`src/rtl/lock_pkg.sv`:
```
// Shared definitions for the press-sequence combination lock.
//   NUM_BTN       number of physical buttons feeding the lock
//   DIGIT_W       width of one code digit (button index)
//   state_t       FSM state type, with IDLE/ENTRY/CHECK/OPEN/LOCKOUT encodings
//   btn_to_digit  button pulse vector -> digit index (meaningful only for one-hot input)
//   max3          largest of three cycle counts, used to size the shared timer
package lock_pkg;

    localparam int NUM_BTN = 4;
    localparam int DIGIT_W = 2;

    typedef logic [2:0] state_t;

    localparam state_t IDLE    = 3'd0;
    localparam state_t ENTRY   = 3'd1;
    localparam state_t CHECK   = 3'd2;
    localparam state_t OPEN    = 3'd3;
    localparam state_t LOCKOUT = 3'd4;

    function automatic logic [DIGIT_W-1:0] btn_to_digit(input logic [NUM_BTN-1:0] btn);
        logic [DIGIT_W-1:0] d;
        d = '0;
        for (int i = 0; i < NUM_BTN; i++) begin
            if (btn[i]) d = DIGIT_W'(i);
        end
        return d;
    endfunction

    function automatic int max3(input int a, input int b, input int c);
        int m;
        m = a;
        if (b > m) m = b;
        if (c > m) m = c;
        return m;
    endfunction

endpackage

```
`src/rtl/lock_timer.sv`:
```
// Loadable down-counter shared by the entry-timeout, open and lockout phases.
//   clk       system clock
//   rst_n     synchronous active-low reset (count returns to 0)
//   load      load load_val this cycle (takes priority over counting)
//   load_val  value loaded into the counter
//   expired   high in the last cycle of a loaded interval: the coming edge
//             takes the count to 0 (also high while idle at 0)
// The counter never wraps; it holds at 0 once there.
module lock_timer #(
    parameter int WIDTH = 8
) (
    input  logic             clk,
    input  logic             rst_n,
    input  logic             load,
    input  logic [WIDTH-1:0] load_val,
    output logic             expired
);

    logic [WIDTH-1:0] count_q, count_d;

    always_comb begin
        count_d = count_q;
        if (load) begin
            count_d = load_val;
        end else if (count_q != '0) begin
            count_d = count_q - WIDTH'(1);
        end
    end

    always_ff @(posedge clk) begin
        if (!rst_n) begin
            count_q <= '0;
        end else begin
            count_q <= count_d;
        end
    end

    // Flagging the 1 -> 0 step makes a loaded value of N last exactly N cycles.
    assign expired = (count_q <= WIDTH'(1));

endmodule

```
`src/rtl/press_sequence_lock.sv`:
```
// Combination lock driven by one-cycle debounced button press pulses.
//   clk          system clock
//   rst_n        synchronous active-low reset
//   btn_pulse    one-cycle press pulses, bit i = button i
//   code         expected sequence, digit k = code[2k+1:2k], digit 0 pressed first
//   unlocked     high while the lock is open
//   error_pulse  one-cycle pulse per failed entry
//   locked_out   high while presses are ignored after repeated failures
//   entry_count  presses accepted in the current entry
// An entry always collects SEQ_LEN presses before judging, so the user gets
// no hint about which digit was wrong.
module press_sequence_lock
    import lock_pkg::*;
#(
    parameter int SEQ_LEN        = 4,
    parameter int ENTRY_TIMEOUT  = 250_000_000,
    parameter int OPEN_CYCLES    = 500_000_000,
    parameter int MAX_FAILS      = 3,
    parameter int LOCKOUT_CYCLES = 1_500_000_000
) (
    input  logic                   clk,
    input  logic                   rst_n,
    input  logic [NUM_BTN-1:0]     btn_pulse,
    input  logic [2*SEQ_LEN-1:0]   code,
    output logic                   unlocked,
    output logic                   error_pulse,
    output logic                   locked_out,
    output logic [3:0]             entry_count
);

    localparam int MAX_CYC = max3(ENTRY_TIMEOUT, OPEN_CYCLES, LOCKOUT_CYCLES);
    localparam int TIMER_W = $clog2(64'(MAX_CYC) + 64'd1);
    localparam int FAIL_W  = (MAX_FAILS < 2) ? 1 : $clog2(MAX_FAILS + 1);

    state_t                 state_q, state_d;
    logic [2*SEQ_LEN-1:0]   code_q, code_d;
    logic                   mismatch_q, mismatch_d;
    logic [3:0]             entry_count_q, entry_count_d;
    logic [FAIL_W-1:0]      fail_cnt_q, fail_cnt_d, fail_cnt_inc;
    logic                   unlocked_q, unlocked_d;
    logic                   error_pulse_q, error_pulse_d;
    logic                   locked_out_q, locked_out_d;

    logic                   timer_load;
    logic [TIMER_W-1:0]     timer_load_val;
    logic                   timer_expired;

    logic                   press;
    logic                   digit_ok;
    logic                   last_press;
    logic [DIGIT_W-1:0]     expect_digit;

    lock_timer #(
        .WIDTH(TIMER_W)
    ) u_timer (
        .clk      (clk),
        .rst_n    (rst_n),
        .load     (timer_load),
        .load_val (timer_load_val),
        .expired  (timer_expired)
    );

    // The first digit comes straight from the code input because code_q is
    // only captured on that same press.
    always_comb begin
        expect_digit = code[DIGIT_W-1:0];
        if (state_q == ENTRY) begin
            for (int k = 0; k < SEQ_LEN; k++) begin
                if (entry_count_q == 4'(k)) expect_digit = code_q[k*DIGIT_W +: DIGIT_W];
            end
        end
    end

    // A multi-button pulse is a press of an invalid digit: it counts but never matches.
    assign press        = |btn_pulse;
    assign digit_ok     = $onehot(btn_pulse) && (btn_to_digit(btn_pulse) == expect_digit);
    assign last_press   = (entry_count_q == 4'(SEQ_LEN - 1));
    assign fail_cnt_inc = fail_cnt_q + FAIL_W'(1);

    // State register
    always_ff @(posedge clk) begin
        if (!rst_n) begin
            state_q       <= IDLE;
            mismatch_q    <= 1'b0;
            entry_count_q <= '0;
            fail_cnt_q    <= '0;
            unlocked_q    <= 1'b0;
            error_pulse_q <= 1'b0;
            locked_out_q  <= 1'b0;
        end else begin
            state_q       <= state_d;
            mismatch_q    <= mismatch_d;
            entry_count_q <= entry_count_d;
            fail_cnt_q    <= fail_cnt_d;
            unlocked_q    <= unlocked_d;
            error_pulse_q <= error_pulse_d;
            locked_out_q  <= locked_out_d;
        end
    end

    // Latched code is data only; it is always rewritten before it is read.
    always_ff @(posedge clk) begin
        code_q <= code_d;
    end

    // Next-state and entry bookkeeping
    always_comb begin
        state_d        = state_q;
        code_d         = code_q;
        mismatch_d     = mismatch_q;
        entry_count_d  = entry_count_q;
        fail_cnt_d     = fail_cnt_q;
        timer_load     = 1'b0;
        timer_load_val = '0;

        case (state_q)
            IDLE: begin
                if (press) begin
                    code_d         = code;
                    mismatch_d     = !digit_ok;
                    entry_count_d  = 4'd1;
                    timer_load     = 1'b1;
                    timer_load_val = TIMER_W'(ENTRY_TIMEOUT);
                    state_d        = (SEQ_LEN == 1) ? CHECK : ENTRY;
                end
            end
            ENTRY: begin
                // A press arriving on the expiry cycle still counts.
                if (press) begin
                    mismatch_d     = mismatch_q | !digit_ok;
                    entry_count_d  = entry_count_q + 4'd1;
                    timer_load     = 1'b1;
                    timer_load_val = TIMER_W'(ENTRY_TIMEOUT);
                    if (last_press) state_d = CHECK;
                end else if (timer_expired) begin
                    mismatch_d    = 1'b0;
                    entry_count_d = '0;
                    state_d       = IDLE;
                end
            end
            CHECK: begin
                mismatch_d    = 1'b0;
                entry_count_d = '0;
                if (!mismatch_q) begin
                    fail_cnt_d     = '0;
                    timer_load     = 1'b1;
                    timer_load_val = TIMER_W'(OPEN_CYCLES);
                    state_d        = OPEN;
                end else if (fail_cnt_inc == FAIL_W'(MAX_FAILS)) begin
                    fail_cnt_d     = '0;
                    timer_load     = 1'b1;
                    timer_load_val = TIMER_W'(LOCKOUT_CYCLES);
                    state_d        = LOCKOUT;
                end else begin
                    fail_cnt_d = fail_cnt_inc;
                    state_d    = IDLE;
                end
            end
            OPEN: begin
                if (btn_pulse == 4'b0001 || timer_expired) state_d = IDLE;
            end
            LOCKOUT: begin
                if (timer_expired) state_d = IDLE;
            end
            default: begin
                mismatch_d    = 1'b0;
                entry_count_d = '0;
                state_d       = IDLE;
            end
        endcase
    end

    // Outputs are decoded from the next state so they change on the same edge as the state.
    always_comb begin
        unlocked_d    = (state_d == OPEN);
        locked_out_d  = (state_d == LOCKOUT);
        error_pulse_d = (state_q == CHECK) && mismatch_q;
    end

    assign unlocked    = unlocked_q;
    assign error_pulse = error_pulse_q;
    assign locked_out  = locked_out_q;
    assign entry_count = entry_count_q;

endmodule
```
`config.mk`:
```
export PLATFORM = sky130hd
export DESIGN_NAME = press_sequence_lock
export DESIGN_NICKNAME = d
export VERILOG_FILES = /design/src/rtl/lock_pkg.sv /design/src/rtl/lock_timer.sv /design/src/rtl/press_sequence_lock.sv
export SDC_FILE = /design/constraint.sdc
export NUM_CORES = 1
export LEC_CHECK = 0
export ABC_AREA = 1
export BUFFER_PORTS_ARGS = -buffer_cell sky130_fd_sc_hd__buf_4
export CAP_MARGIN = 10
export CORE_MARGIN = 8
export CORE_UTILIZATION = 30
export DETAILED_ROUTE_END_ITERATION = 8
export GPL_TIMING_DRIVEN = 0
export PLACE_DENSITY = 0.49
export REMOVE_ABC_BUFFERS = 1
export SLEW_MARGIN = 10
export SYNTH_ARGS = -nofsm -noshare
export SYNTH_HDL_FRONTEND = slang
export SYNTH_HIERARCHICAL = 1
export SYNTH_SLANG_ARGS = --single-unit
```
`constraint.sdc`:
```
create_clock -name clk -period 2 [get_ports clk]
set_input_delay 0.3 -clock clk [delete_from_list [all_inputs] [get_ports clk]]
set_output_delay 0.3 -clock clk [all_outputs]
set_load 0.03 [all_outputs]
```
Word-level counts from Yosys, hierarchy flattened. Cells that the tools add are included.

Add/sub/neg operators: 6. Magnitude comparators: 1. Equal/unequal tests: 15. Multiplexer cells: 36. Bitwise logic cells: 2. Reductions and logical operators: 13.

Operators by type and width (count): 31-bit 2-to-1 mux (4); 31-bit case mux with 2 select lines (1); 31-bit by 1-bit less-or-equal comparator with 1-bit output, second input constant (1); 31-bit nonzero test (1); 31-bit by 1-bit subtractor with 31-bit output, second input constant (1); 28-bit 2-to-1 mux (1); 3-bit 2-to-1 mux (7); 2-bit 2-to-1 mux (9); 3-bit case mux with 5 select lines (1); 4-bit 2-to-1 mux (3); 4-bit case mux with 3 select lines (1); 3-bit by 2-bit equality test with 1-bit output, second input constant (3); 4-bit by 1-bit equality test with 1-bit output, second input constant (2); 4-bit by 2-bit equality test with 1-bit output, second input constant (2); 1-bit 2-to-1 mux (7); 3-bit by 1-bit equality test with 1-bit output, second input constant (2); 3-bit equality test, second input constant (2); 1-bit by 1-bit adder with 2-bit output (2); 4-bit by 1-bit adder with 4-bit output, second input constant (1); 4-bit logical NOT (1); 2-bit OR reduction (2); 4-bit OR reduction (1); 2-bit by 2-bit adder with 3-bit output (1); 3-bit logical NOT (1); 15 further kinds (16).

Bits in registers: 52. Bits of input ports: 14. Output and inout bits: 7. Word-level logic and storage cells: 82.

Logic depth before layout (Yosys ltp).
Word-level depth: 12. Depth in mapped cells: 14. Gate-level depth less buffers: 14.

Cells and area by module. The synthesis kept the hierarchy.

Modules (own cells, without submodules): lock_timer (times used 1, cells each 395, area each 2274.7 um2, sequential area each 620.6 um2); press_sequence_lock (times used 1, cells each 162, area each 1260.0 um2, sequential area each 500.5 um2).

Worst setup path before layout. Ideal clock, no wire load.

Path kind: input to register. Start point: input btn_pulse[1]. End point: register u_timer.count_q[1]. Setup time: 0.113 ns. Arrival time: 1.883 ns. Data required time: 1.887 ns. Setup slack: 0.005 ns. Stages on the path: 11. Buffers on the path: 1. Path through: inv_1 -> ha_1 -> nand2_2 -> inv_1 -> nor2_1 -> inv_1 -> nand3_1 -> clkbuf_1 -> o21ai_0 -> o21ai_2 -> nor2_1.

Word-level cells in the longest chain between the ends: 4. Elaborated cells between the ends (all ways): 5. Those cells by class: 3 x mux; 2 x reduce/logical.

RTL lines: start, declared (line press_sequence_lock.sv:23) `input logic [NUM_BTN-1:0] btn_pulse,`; 4-bit OR reduction (*) (line press_sequence_lock.sv:75) `assign press = |btn_pulse;`; 1-bit 2-to-1 mux (*) (line press_sequence_lock.sv:118, press_sequence_lock.sv:129); 1-bit case mux with 2 select lines (*) (line press_sequence_lock.sv:116) `case (state_q)`; named net timer_load (line press_sequence_lock.sv:44) `logic timer_load;`; 31-bit 2-to-1 mux or 2-bit nonzero test (tied branches); end signal, assigned (line lock_timer.sv:34) `count_q <= count_d;`; end, declared (line lock_timer.sv:19) `logic [WIDTH-1:0] count_q, count_d;`.

The timed path passes the listed nets; every way through them passes the cells marked *. A chain may end at the register's enable or synchronous reset.

Worst setup path after layout.
Start point: register u_timer.count_q[9]. End point: register entry_count_q[3] (netlist: entry_count[3]).

Word-level cells in the longest chain between the ends: 3.

RTL lines: 31-bit by 1-bit less-or-equal comparator with 1-bit output (line lock_timer.sv:39) `assign expired = (count_q <= WIDTH'(1));`; named net timer_expired (line press_sequence_lock.sv:46) `logic timer_expired;`; 3-bit inequality test (no line); 3-bit AND reduction (no line); end signal, assigned (line press_sequence_lock.sv:93) `entry_count_q <= entry_count_d;`; end, declared (line press_sequence_lock.sv:38) `logic [3:0] entry_count_q, entry_count_d;`.

The timed path passes the listed nets, and every way through them passes these cells.

==> flow_summary.json <==
{
  "grt_pass1_vias": 3375,
  "drc": 0,
  "clock-sinks": 52,
  "r2r_start": "u_timer/count_q[9]$_SDFFE_PN0P_",
  "synth_top_cell_area_share_pct": 24.92,
  "yosysWarnings": 6,
  "cts_hold_buffers": 0,
  "seqPwrFrac_pct": 42.5,
  "powerDensity_nw_per_um2": 651.2,
  "cp_max_fo": 5,
  "drive_gt1_share_pct": 19.26,
  "swShare_pct": 31.91,
  "cts_root_buf": "clkbuf_16",
  "wl_per_cell_microns": 14.73,
  "finalSetupViolCount": 0,
  "slew_headroom_pct": 41.87,
  "synth_area_per_cell_sq_um": 6.346,
  "regArea_sq_um": 1129,
  "num-fill-cells": 1225,
  "via_per_inst": 4.807,
  "fin_cells": 740,
  "die_x_microns": 124.5,
  "ys.flop_type": "dfxtp_1",
  "met1_usage_pct": 17.77,
  "cts_buffers": 5,
  "worstHoldStart": "code[4]",
  "period_needed_ps": 1958,
  "gp_congestion": 0.8721,
  "crit_type": "reg2reg",
  "leakagePower_nw": 1.989,
  "vdd_drop_max_mv": 0.4973,
  "synthArstFlopShare_pct": 0,
  "dr.pass1.iters": 5,
  "grt_max_degree": 28,
  "hold_end": "code_q[4]$_DFFE_PP_",
  "power.share.clock_pct": 37.0,
  "insertion_delay_ps": 310,
  "syn_area_sq_um": 3535,
  "worstReg2RegEnd": "entry_count[3]$_SDFFE_PN0P_",
  "dr_total_vias": 3557,
  "r2r.worst_path.cells": 12,
  "core_area_sq_um": 11470,
  "synth.area.top_cells": "dfxtp_1, nor2_1, nand2_1",
  "grt_pass1_wl_microns": 17370,
  "antenna_found_initial": 0,
  "p_comb_share_pct": 20.5,
  "met3_usage_pct": 3.021,
  "clk_pin_slew_ps": 80,
  "dieArea_sq_um": 15510,
  "endpoint_kind": "flop",
  "place_ws_ps": -2018,
  "whs_path_depth": 1,
  "start_util_pct": 30.82,
  "gr-usage-met2_pct": 22.42,
  "finalCritPeriodShare_pct": 97.88,
  "areaGrowthSynthToFinish_pct": 22.30,
  "n_antenna_cell": 0,
  "status": "completed",
  "hold_viol_final": 0,
  "htreeDepth": 2,
  "synth_edf_count": 8,
  "ys_ff_latch": 52,
  "totalWireLength_microns": 10900,
  "synth_area_leader_cell": "dfxtp_1",
  "drv_slew": 0,
  "skew_ps": 4.376,
  "tightestPinTransition_ps": 871.0,
  "rrSetupSlack_ps": 40,
  "worst_hold_path_type": "in2reg",
  "multiInputGateArea_sq_um": 2277,
  "drv_cap": 0,
  "core.rowCount": 39,
  "detail-route-antenna-nets": 0,
  "syn_inst": 557,
  "cp.arrival_ps": 2200,
  "finalWorstSetupSlack_ps": 42.47,
  "worstPathRequired_ps": 2250,
  "initialDrtViolationCount": 205,
  "dieHeight_microns": 124.5,
  "post-place-cells": 717,
  "overflow": 0,
  "ios": 21,
  "synth-seq-area-share_pct": 31.72,
  "cts_tree": "built",
  "intPower_mw": 1.917,
  "rsz0062_at_grt": "yes",
  "start_kind": "flop",
  "switchingPower_uw": 898.4,
  "finalNetCount": 621,
  "busiest_layer": "met2",
  "place_hpwl_microns": 7122,
  "grt_util_all_layers_pct": 13.78,
  "cts_buffer_depth": 2,
  "max_freq_mhz": 510.8,
  "port_buffers": 20,
  "yosysUniqueCellTypes": 41
}
## cell usage in the layout (no fill, tap or decap), types with 2 or more instances in the layout
cell type / synthesis / final
nand3_4: 1 / 4
ha_1: 10 / 10
nor2_4: 3 / 11
nor2_2: 8 / 17
nand3b_1: 3 / 3
clkbuf_16: 0 / 5
nand2_2: 5 / 11
nor3_2: 0 / 2
nand3_1: 49 / 48
clkinvlp_4: 0 / 2
o211ai_1: 4 / 4
a21oi_1: 10 / 10
nor2_8: 2 / 2
o21ai_2: 3 / 3
nor2_1: 146 / 130
xnor2_1: 2 / 2
o21ai_0: 19 / 19
edfxtp_1: 8 / 8
nand2_4: 3 / 3
a211oi_1: 3 / 2
a22oi_1: 2 / 2
xor2_1: 3 / 3
dfxtp_2: 0 / 3
nor3_1: 5 / 3
buf_4: 1 / 29
inv_1: 71 / 65
dfxtp_1: 44 / 40
conb_1: 1 / 9
nand2_1: 116 / 110
inv_2: 4 / 7
inv_6: 0 / 2
nand4_1: 8 / 8
## cell type report
cell class,count,area share (%)
clock buffer,5,2.894
clock inverter,3,0.9841
inverter,75,7.033
multi-input combinational,429,52.68
sequential,52,26.11
tap,143,4.139
timing repair buffer,31,5.760
timing repair inverter,2,0.4052
## through the flow
step                hold slack, ps  utilization (%)  power (mW)  cell area, sq um  setup TNS (ps)
finish                       162.0            37.70       2.815              4323               0
global route                 151.0            37.70       2.951              4323          -242.7
CTS                          154.4            36.62       2.803              4199               0
detailed placement           475.1            33.40       1.728              3830          -63900
global placement             467.5            33.40       1.722              3830          -61710
floorplan                    398.9                -       1.577              3501          -17430
## synth_stat cells, types with 3 or more instances
cell,n
buf_1,5
nor2_4,3
o21ai_0,19
nand2_2,5
xor2_1,3
nor2_2,8
nand3_2,3
dfxtp_1,44
o21ai_2,3
o211ai_1,4
nand3b_1,3
nand3_1,49
clkbuf_1,3
nand2_1,116
nand4_1,8
a211oi_1,3
nor3_1,5
nor2_1,146
inv_1,71
ha_1,10
nand2_4,3
a21oi_1,10
edfxtp_1,8
inv_2,4
## power groups by stage
stage / combinational, mW / sequential, mW / clock [mW]
final: 0.578 / 1.20 / 1.04
after global routing: 0.653 / 1.20 / 1.09
after CTS: 0.551 / 1.19 / 1.06
after detailed placement: 0.519 / 1.21 / 0
after global placement: 0.513 / 1.21 / 0
after floorplan: 0.379 / 1.20 / 0
## worst max-delay path: stages (launching register included)
cell and delay (ps):
dfxtp_1 400, nor2_4 180, nand2_2 110, inv_1 90, nand2_2 80, nor2_2 110, nand2_2 100, o22ai_4 170
inv_2 90, nand3_4 120, o211ai_4 120, o21ai_1 160, nor3b_2 160
## worst max path at each step
| stage | endpoint | slack (ps) | from |
|---|---|---|---|
| final | entry_count[3]$_SDFFE_PN0P_ | 40 | u_timer/count_q[9]$_SDFFE_PN0P_ |
| after global routing | entry_count[3]$_SDFFE_PN0P_ | -80 | u_timer/count_q[18]$_SDFFE_PN0P_ |
| after global placement | u_timer/count_q[8]$_SDFFE_PN0P_ | -1950 | btn_pulse[1] |
| after detailed placement | u_timer/count_q[8]$_SDFFE_PN0P_ | -2020 | btn_pulse[1] |
| after floorplan | u_timer/count_q[13]$_SDFFE_PN0P_ | -640 | btn_pulse[1] |
| after CTS | entry_count[1]$_SDFFE_PN0P_ | 3 | u_timer/count_q[5]$_SDFFE_PN0P_ |
## what timing repair did
action	in CTS	in global routing
resized for setup	26	32
endpoints found under the setup margin	41	39
setup buffers	8	3
pin swaps	7	8
cloned	3	1
## state kept, by name, summed over array words and instances, names as in the netlist
register         cells
entry_count          4
code_q               8
u_timer/count_q     31
mismatch_q           1
state_q              3
unlocked             1
fail_cnt_q           2
error_pulse          1
locked_out           1
## cells by family after synthesis
group	synth area share (%)
adder cells (fa/ha/maj)	4.106
AO/OA/AOI/OAI	8.496
flip-flops	31.72
XOR/XNOR	1.239
other	0.1061
AND/OR/NAND/NOR	44.57
buffers and inverters	9.770
## per-layer routing
| layer | share of wire [%] | vias to the layer above |
|---|---|---|
| met5 | 0 | - |
| met4 | 1.3 | 0 |
| met3 | 3.4 | 9 |
| met2 | 46 | 54 |
| met1 | 49 | 1664 |
| li1 | - | 1830 |
Power figures use the tool's default switching activity.
